**config.mk**
```make
export PLATFORM = sky130hd
export DESIGN_NAME = gray_threshold_flat
export DESIGN_NICKNAME = d
export VERILOG_FILES = /design/src/rtl/gray_threshold_if.sv /design/src/rtl/gray_threshold.sv /design/src/flat_wrapper.sv
export SDC_FILE = /design/constraint.sdc
export NUM_CORES = 1
export LEC_CHECK = 0
export ABC_CLOCK_PERIOD_IN_PS = 2200
export CORE_MARGIN = 1
export CORE_UTILIZATION = 59
export DETAILED_ROUTE_END_ITERATION = 10
export GPL_ROUTABILITY_DRIVEN = 1
export PLACE_DENSITY = 0.81
export SETUP_SLACK_MARGIN = 0.02
export SYNTH_ARGS = -nofsm -noshare
export SYNTH_HDL_FRONTEND = slang
export SYNTH_SLANG_ARGS = --single-unit
export TNS_END_PERCENT = 5
```
**constraint.sdc**
```tcl
create_clock -name clk -period 2.2 [get_ports clk]
set_input_delay 0.44 -clock clk [delete_from_list [all_inputs] [get_ports clk]]
set_output_delay 0.44 -clock clk [all_outputs]
set_load 0.05 [all_outputs]
```
**src/rtl/gray_threshold_if.sv**
```systemverilog
// Pixel input stream for gray_threshold: RGB components with a valid/ready handshake.
interface gray_threshold_if;
  logic       in_valid;
  logic       in_ready;
  logic [7:0] r;
  logic [7:0] g;
  logic [7:0] b;

  modport master (output in_valid, output r, output g, output b, input in_ready);
  modport slave  (input in_valid, input r, input g, input b, output in_ready);
endinterface

```
**src/rtl/gray_threshold.sv**
```systemverilog
// RGB-to-1bpp converter: luma against a per-frame threshold, two-stage pipeline,
// frame-armed input acceptance and pixel position tracking for the line buffer.
module gray_threshold #(
  parameter int WIDTH  = 640,
  parameter int HEIGHT = 480,
  parameter bit INVERT = 1'b0
) (
  input  logic                      clk,
  input  logic                      rst,
  input  logic                      start,
  input  logic [7:0]                thr,
  gray_threshold_if.slave           pix,
  output logic                      d_out,
  output logic                      ena_out,
  output logic [$clog2(WIDTH)-1:0]  col,
  output logic [$clog2(HEIGHT)-1:0] row,
  output logic                      busy,
  output logic                      frame_done
);

  localparam int FRAME = WIDTH * HEIGHT;
  localparam int PW    = $clog2(FRAME);
  localparam int CW    = $clog2(WIDTH);
  localparam int RW    = $clog2(HEIGHT);

  typedef enum logic [1:0] {IDLE, RUN, FLUSH, DONE} state_t;

  state_t         state_q, state_d;
  logic [7:0]     thr_q, thr_d;
  logic [PW-1:0]  pix_cnt_q, pix_cnt_d;
  logic [CW-1:0]  col_q, col_d;
  logic [RW-1:0]  row_q, row_d;
  logic           vld_p1_q;
  logic [15:0]    sum_p1_q;
  logic           d_out_p2_q;
  logic           vld_p2_q;
  logic           transfer;
  logic           last_pix;

  function automatic logic [15:0] luma(input logic [7:0] rv, input logic [7:0] gv,
                                       input logic [7:0] bv);
    return 16'd77 * {8'd0, rv} + 16'd150 * {8'd0, gv} + 16'd29 * {8'd0, bv};
  endfunction

  function automatic logic binarize(input logic [15:0] sum, input logic [7:0] t);
    return (sum[15:8] >= t) ^ INVERT;
  endfunction

  assign pix.in_ready = (state_q == RUN);
  assign transfer     = pix.in_valid & pix.in_ready;
  assign last_pix     = transfer && (pix_cnt_q == PW'(FRAME - 1));

  always_comb begin
    state_d = state_q;
    unique case (state_q)
      IDLE:    if (start) state_d = RUN;
      RUN:     if (last_pix) state_d = FLUSH;
      FLUSH:   if (!vld_p1_q && !vld_p2_q) state_d = DONE;
      DONE:    state_d = IDLE;
      default: state_d = IDLE;
    endcase
  end

  // Frame arming, accepted-pixel count and output position of the bit on d_out.
  always_comb begin
    thr_d     = thr_q;
    pix_cnt_d = pix_cnt_q;
    col_d     = col_q;
    row_d     = row_q;
    if (state_q == IDLE && start) begin
      thr_d     = thr;
      pix_cnt_d = '0;
      col_d     = '0;
      row_d     = '0;
    end
    if (transfer) begin
      pix_cnt_d = last_pix ? '0 : pix_cnt_q + PW'(1);
    end
    if (vld_p2_q) begin
      if (col_q == CW'(WIDTH - 1)) begin
        col_d = '0;
        row_d = (row_q == RW'(HEIGHT - 1)) ? '0 : row_q + RW'(1);
      end else begin
        col_d = col_q + CW'(1);
      end
    end
  end

  always_ff @(posedge clk or negedge rst) begin
    if (!rst) begin
      state_q    <= IDLE;
      thr_q      <= '0;
      pix_cnt_q  <= '0;
      col_q      <= '0;
      row_q      <= '0;
      vld_p1_q   <= 1'b0;
      vld_p2_q   <= 1'b0;
      d_out_p2_q <= 1'b0;
    end else begin
      state_q    <= state_d;
      thr_q      <= thr_d;
      pix_cnt_q  <= pix_cnt_d;
      col_q      <= col_d;
      row_q      <= row_d;
      // stage 1 -> stage 2 boundary
      vld_p1_q   <= transfer;
      vld_p2_q   <= vld_p1_q;
      if (vld_p1_q) d_out_p2_q <= binarize(sum_p1_q, thr_q);
    end
  end

  // stage 1: luma sum, data only, qualified by vld_p1_q
  always_ff @(posedge clk) begin
    if (transfer) sum_p1_q <= luma(pix.r, pix.g, pix.b);
  end

  assign d_out      = d_out_p2_q;
  assign ena_out    = vld_p2_q;
  assign col        = col_q;
  assign row        = row_q;
  assign busy       = (state_q != IDLE);
  assign frame_done = (state_q == DONE);

endmodule

```
**src/flat_wrapper.sv**
```systemverilog
// flat-port wrapper written by rule: the top's interface ports become plain ports
module gray_threshold_flat 
#(
  parameter int WIDTH  = 640,
  parameter int HEIGHT = 480,
  parameter bit INVERT = 1'b0
)
  (clk, rst, start, thr, d_out, ena_out, col, row, busy, frame_done, pix_in_valid, pix_r, pix_g, pix_b, pix_in_ready);
  gray_threshold_if pix_i ();
  input  logic clk;
  input  logic rst;
  input  logic start;
  input  logic [7:0] thr;
  output logic d_out;
  output logic ena_out;
  output logic [$clog2(WIDTH)-1:0] col;
  output logic [$clog2(HEIGHT)-1:0] row;
  output logic busy;
  output logic frame_done;
  input wire logic [$bits(pix_i.in_valid)-1:0] pix_in_valid;
  input wire logic [$bits(pix_i.r)-1:0] pix_r;
  input wire logic [$bits(pix_i.g)-1:0] pix_g;
  input wire logic [$bits(pix_i.b)-1:0] pix_b;
  output wire logic [$bits(pix_i.in_ready)-1:0] pix_in_ready;
  assign pix_i.in_valid = pix_in_valid;
  assign pix_i.r = pix_r;
  assign pix_i.g = pix_g;
  assign pix_i.b = pix_b;
  assign pix_in_ready = pix_i.in_ready;
  gray_threshold #(.WIDTH(WIDTH), .HEIGHT(HEIGHT), .INVERT(INVERT)) u_core (.clk(clk), .rst(rst), .start(start), .thr(thr), .pix(pix_i), .d_out(d_out), .ena_out(ena_out), .col(col), .row(row), .busy(busy), .frame_done(frame_done));
endmodule
```
==> flow_metrics.py <==
metrics = {
    "run_status": {
        "status": "finished with violations",
        "violations": "setup timing",
    },
    "setup_path": {
        "start_kind": "input port",
        "cp-startpoint": "pix_g[3]",
        "r2r-start": "u_core.pix_cnt_q[0]",
        "cp.arrival_ns": 5.89,
        "criticalPathCategory": "input port to flip-flop",
        "crit_fanout": 4,
        "critPathRequiredTime_ns": 2.28,
        "crit_path_end_kind": "flip-flop",
    },
    "grt": {
        "antenna_found_initial": 0,
        "grt_pass1_wl_mm": 23.0,
        "grt_pass1_vias": 5364,
        "track_usage_pct": 26.4,
        "grt_max_degree": 21,
        "overflow": 0,
    },
    "floorplanning": {
        "ioPinCount": 60,
        "die_width_um": 104,
        "initial_utilization_pct": 61.7,
        "core.rowCount": 36,
        "fp.coreArea_um2": 9910,
        "fp.dieH_um": 104,
        "dieArea_um2": 10800,
    },
    "sta": {
        "hold_viol_final": 0,
        "max_freq_mhz": 172,
        "finalSetupViolCount": 8,
        "setup_slack_ns": -3.61,
        "layout_worst_path_cycle_share_pct": 264,
        "slew_violations": 0,
        "skew_ns": 0.00879,
        "grt_setup_unrepaired": "yes",
        "worst_slew_margin_rel_pct": 63.4,
        "finalSetupTns_ns": -27.03,
        "tightest_slew_ns": 0.549,
        "final.min_clock_period_ns": 5.81,
    },
    "yosys": {
        "avgSynthCellArea_um2": 9.79,
        "ys_top_cells_by_count": "inv_1, ha_1, fa_1",
        "synth_fp_nets": 815,
        "ys_seq_area_share_pct": 24.8,
        "ys_types": 50,
        "synth-main-ff-cell": "dfrtp_1",
        "yosysWarnings": 0,
        "ys_async_sr_fraction_pct": 86.4,
        "netlist.area_leader.share_pct": 20.9,
        "synth_top_cells_by_area": "dfrtp_1, ha_1, fa_1, inv_1, edfxtp_1",
        "synth_edf_count": 8,
        "synth_seq_cells": 59,
        "postSynthCellCount": 624,
        "yosysTopAreaCell": "dfrtp_1",
        "synth_most_common_cell": "inv_1",
        "synth_area_um2": 6110,
    },
    "route": {
        "vias": 5084,
        "ant_nets": 0,
        "firstDrtPassIters": 7,
        "drc": 0,
        "avgRoutedWirePerCell_um": 15.0,
        "viasPerCell": 5.56,
        "drt_iter0_drc": 169,
        "wl_mm": 13.7,
    },
    "cts": {
        "cts_buffers": 9,
        "cts_tree": "yes",
        "htreeDepth": 3,
        "cts_root_buf": "clkbuf_8",
        "clock_sinks": 59,
        "clk_pin_slew_ns": 0.07,
        "clockBufferDepth": 2,
        "clock_latency_ns": 0.34,
    },
    "finish": {
        "drive_gt1_share_pct": 21.8,
        "final_nets": 967,
        "areaGrowthSynthToFinish_pct": 30.3,
        "n_antenna_cell": 0,
        "fillerInstances": 611,
    },
    "run": {
        "max-cap-violations": 0,
    },
    "place": {
        "place_congestion": 0.895,
        "dpl.hpwl_mm": 10.7,
        "io_buffers": 59,
    },
    "worst_hold_path": {
        "min_path_type": "input port to asynchronous set/reset pin",
    },
}
## worst max-delay path, cell delays in order
cell	delay [ns]
buf_8	0.10
ha_4	0.26
ha_4	0.20
ha_4	0.26
inv_2	0.03
fa_1	0.50
inv_2	0.06
ha_4	0.24
a21oi_4	0.19
o21ai_4	0.09
xor2_2	0.20
fa_1	0.50
fa_1	0.49
inv_1	0.05
fa_1	0.45
fa_1	0.51
inv_2	0.05
ha_4	0.25
a21o_1	0.16
a41oi_2	0.21
o21ai_2	0.08
a31oi_1	0.17
xor3_1	0.41
## flip-flops by register name, indices dropped and copies added (netlist names)
register,cells
u_core.pix_cnt_q,19
u_core.col,10
u_core.row,9
u_core.sum_p1_q,8
u_core.thr_q,8
u_core.state_q,2
u_core.d_out,1
u_core.ena_out,1
u_core.vld_p1_q,1
## cell type report
type                       instances  area, um^2  area share (%)
inverter                         107         402            5.05
clock inverter                     5        26.3           0.330
multi-input combinational        448        4420            55.5
tap                              133         166            2.09
timing repair buffer             151        1280            16.1
sequential                        59        1520            19.1
clock buffer                      11         151            1.90
## cell usage in the layout, fill, tap and decap left out, types with 11 or more instances in the layout
master	synthesis	routed
inv_1	107	102
buf_4	1	93
ha_1	100	87
fa_1	55	55
dfrtp_1	51	51
clkdlybuf4s50_1	0	47
o21ai_0	46	42
nand2_1	30	27
nor2_1	25	25
a21oi_1	31	24
nand3_1	21	21
o21ai_1	15	15
nor2b_1	12	12
ha_4	0	12
and3_1	11	11
o31ai_1	11	11
clkbuf_8	0	11
## cells by family (layout without fill, tap and decap cells)
logic type                 count (synthesis)  in the layout  share of synthesized area [%]
muxes                                     10             10                           1.82
adders and majority gates                155            155                           38.5
AOI/OAI and AO/OA                        136            136                           13.7
and+or+nand+nor                          128            128                           10.8
buffers and inverters                    117            274                           7.45
DFF                                       59             59                           24.8
xor gates and xnor gates                  19             19                           2.97
## metal layers
metal  routed length, um  GRT usage [%]
met5                   0              0
met4                 367           10.9
met3                 473           3.65
met2                7330           49.2
met1                5550           30.3
## worst paths after layout
kind	to	slack, ns	depth (start not counted)
worst max register to register	u_core.state_q[1]	0.08	7
max in group asynchronous	u_core.pix_cnt_q[11]	1.56	2
worst min register to register	u_core.ena_out	0.46	0
worst max-delay path	u_core.sum_p1_q[15]	-3.61	23
min in group clk	u_core.ena_out	0.46	0
worst min-delay path	u_core.col[7]	0.04	1
## what timing repair did
item	in CTS	in global routing
gates resized for setup	41	22
pin swaps	32	15
buffers inserted	11	4
hold buffers	0	0
endpoints found under the setup margin	9	23
cloned	0	0
## metrics by stage
stage	setup WS, ns	utilization (%)	instances	hold WS (ns)	area, um^2
global placement	-4.27	75.5	883	0.403	7490
finish	-3.61	80.3	914	0.0420	7960
global route	-3.78	80.3	914	0.0720	7960
floorplan	-3.70	-	624	0.144	6220
CTS	-3.51	78.9	910	0.0402	7820
detailed placement	-4.36	75.5	883	0.413	7490
Power is left out: the tool's default activity adds up to more than one toggle a clock period on the data nets, which glitch-free logic cannot reach.
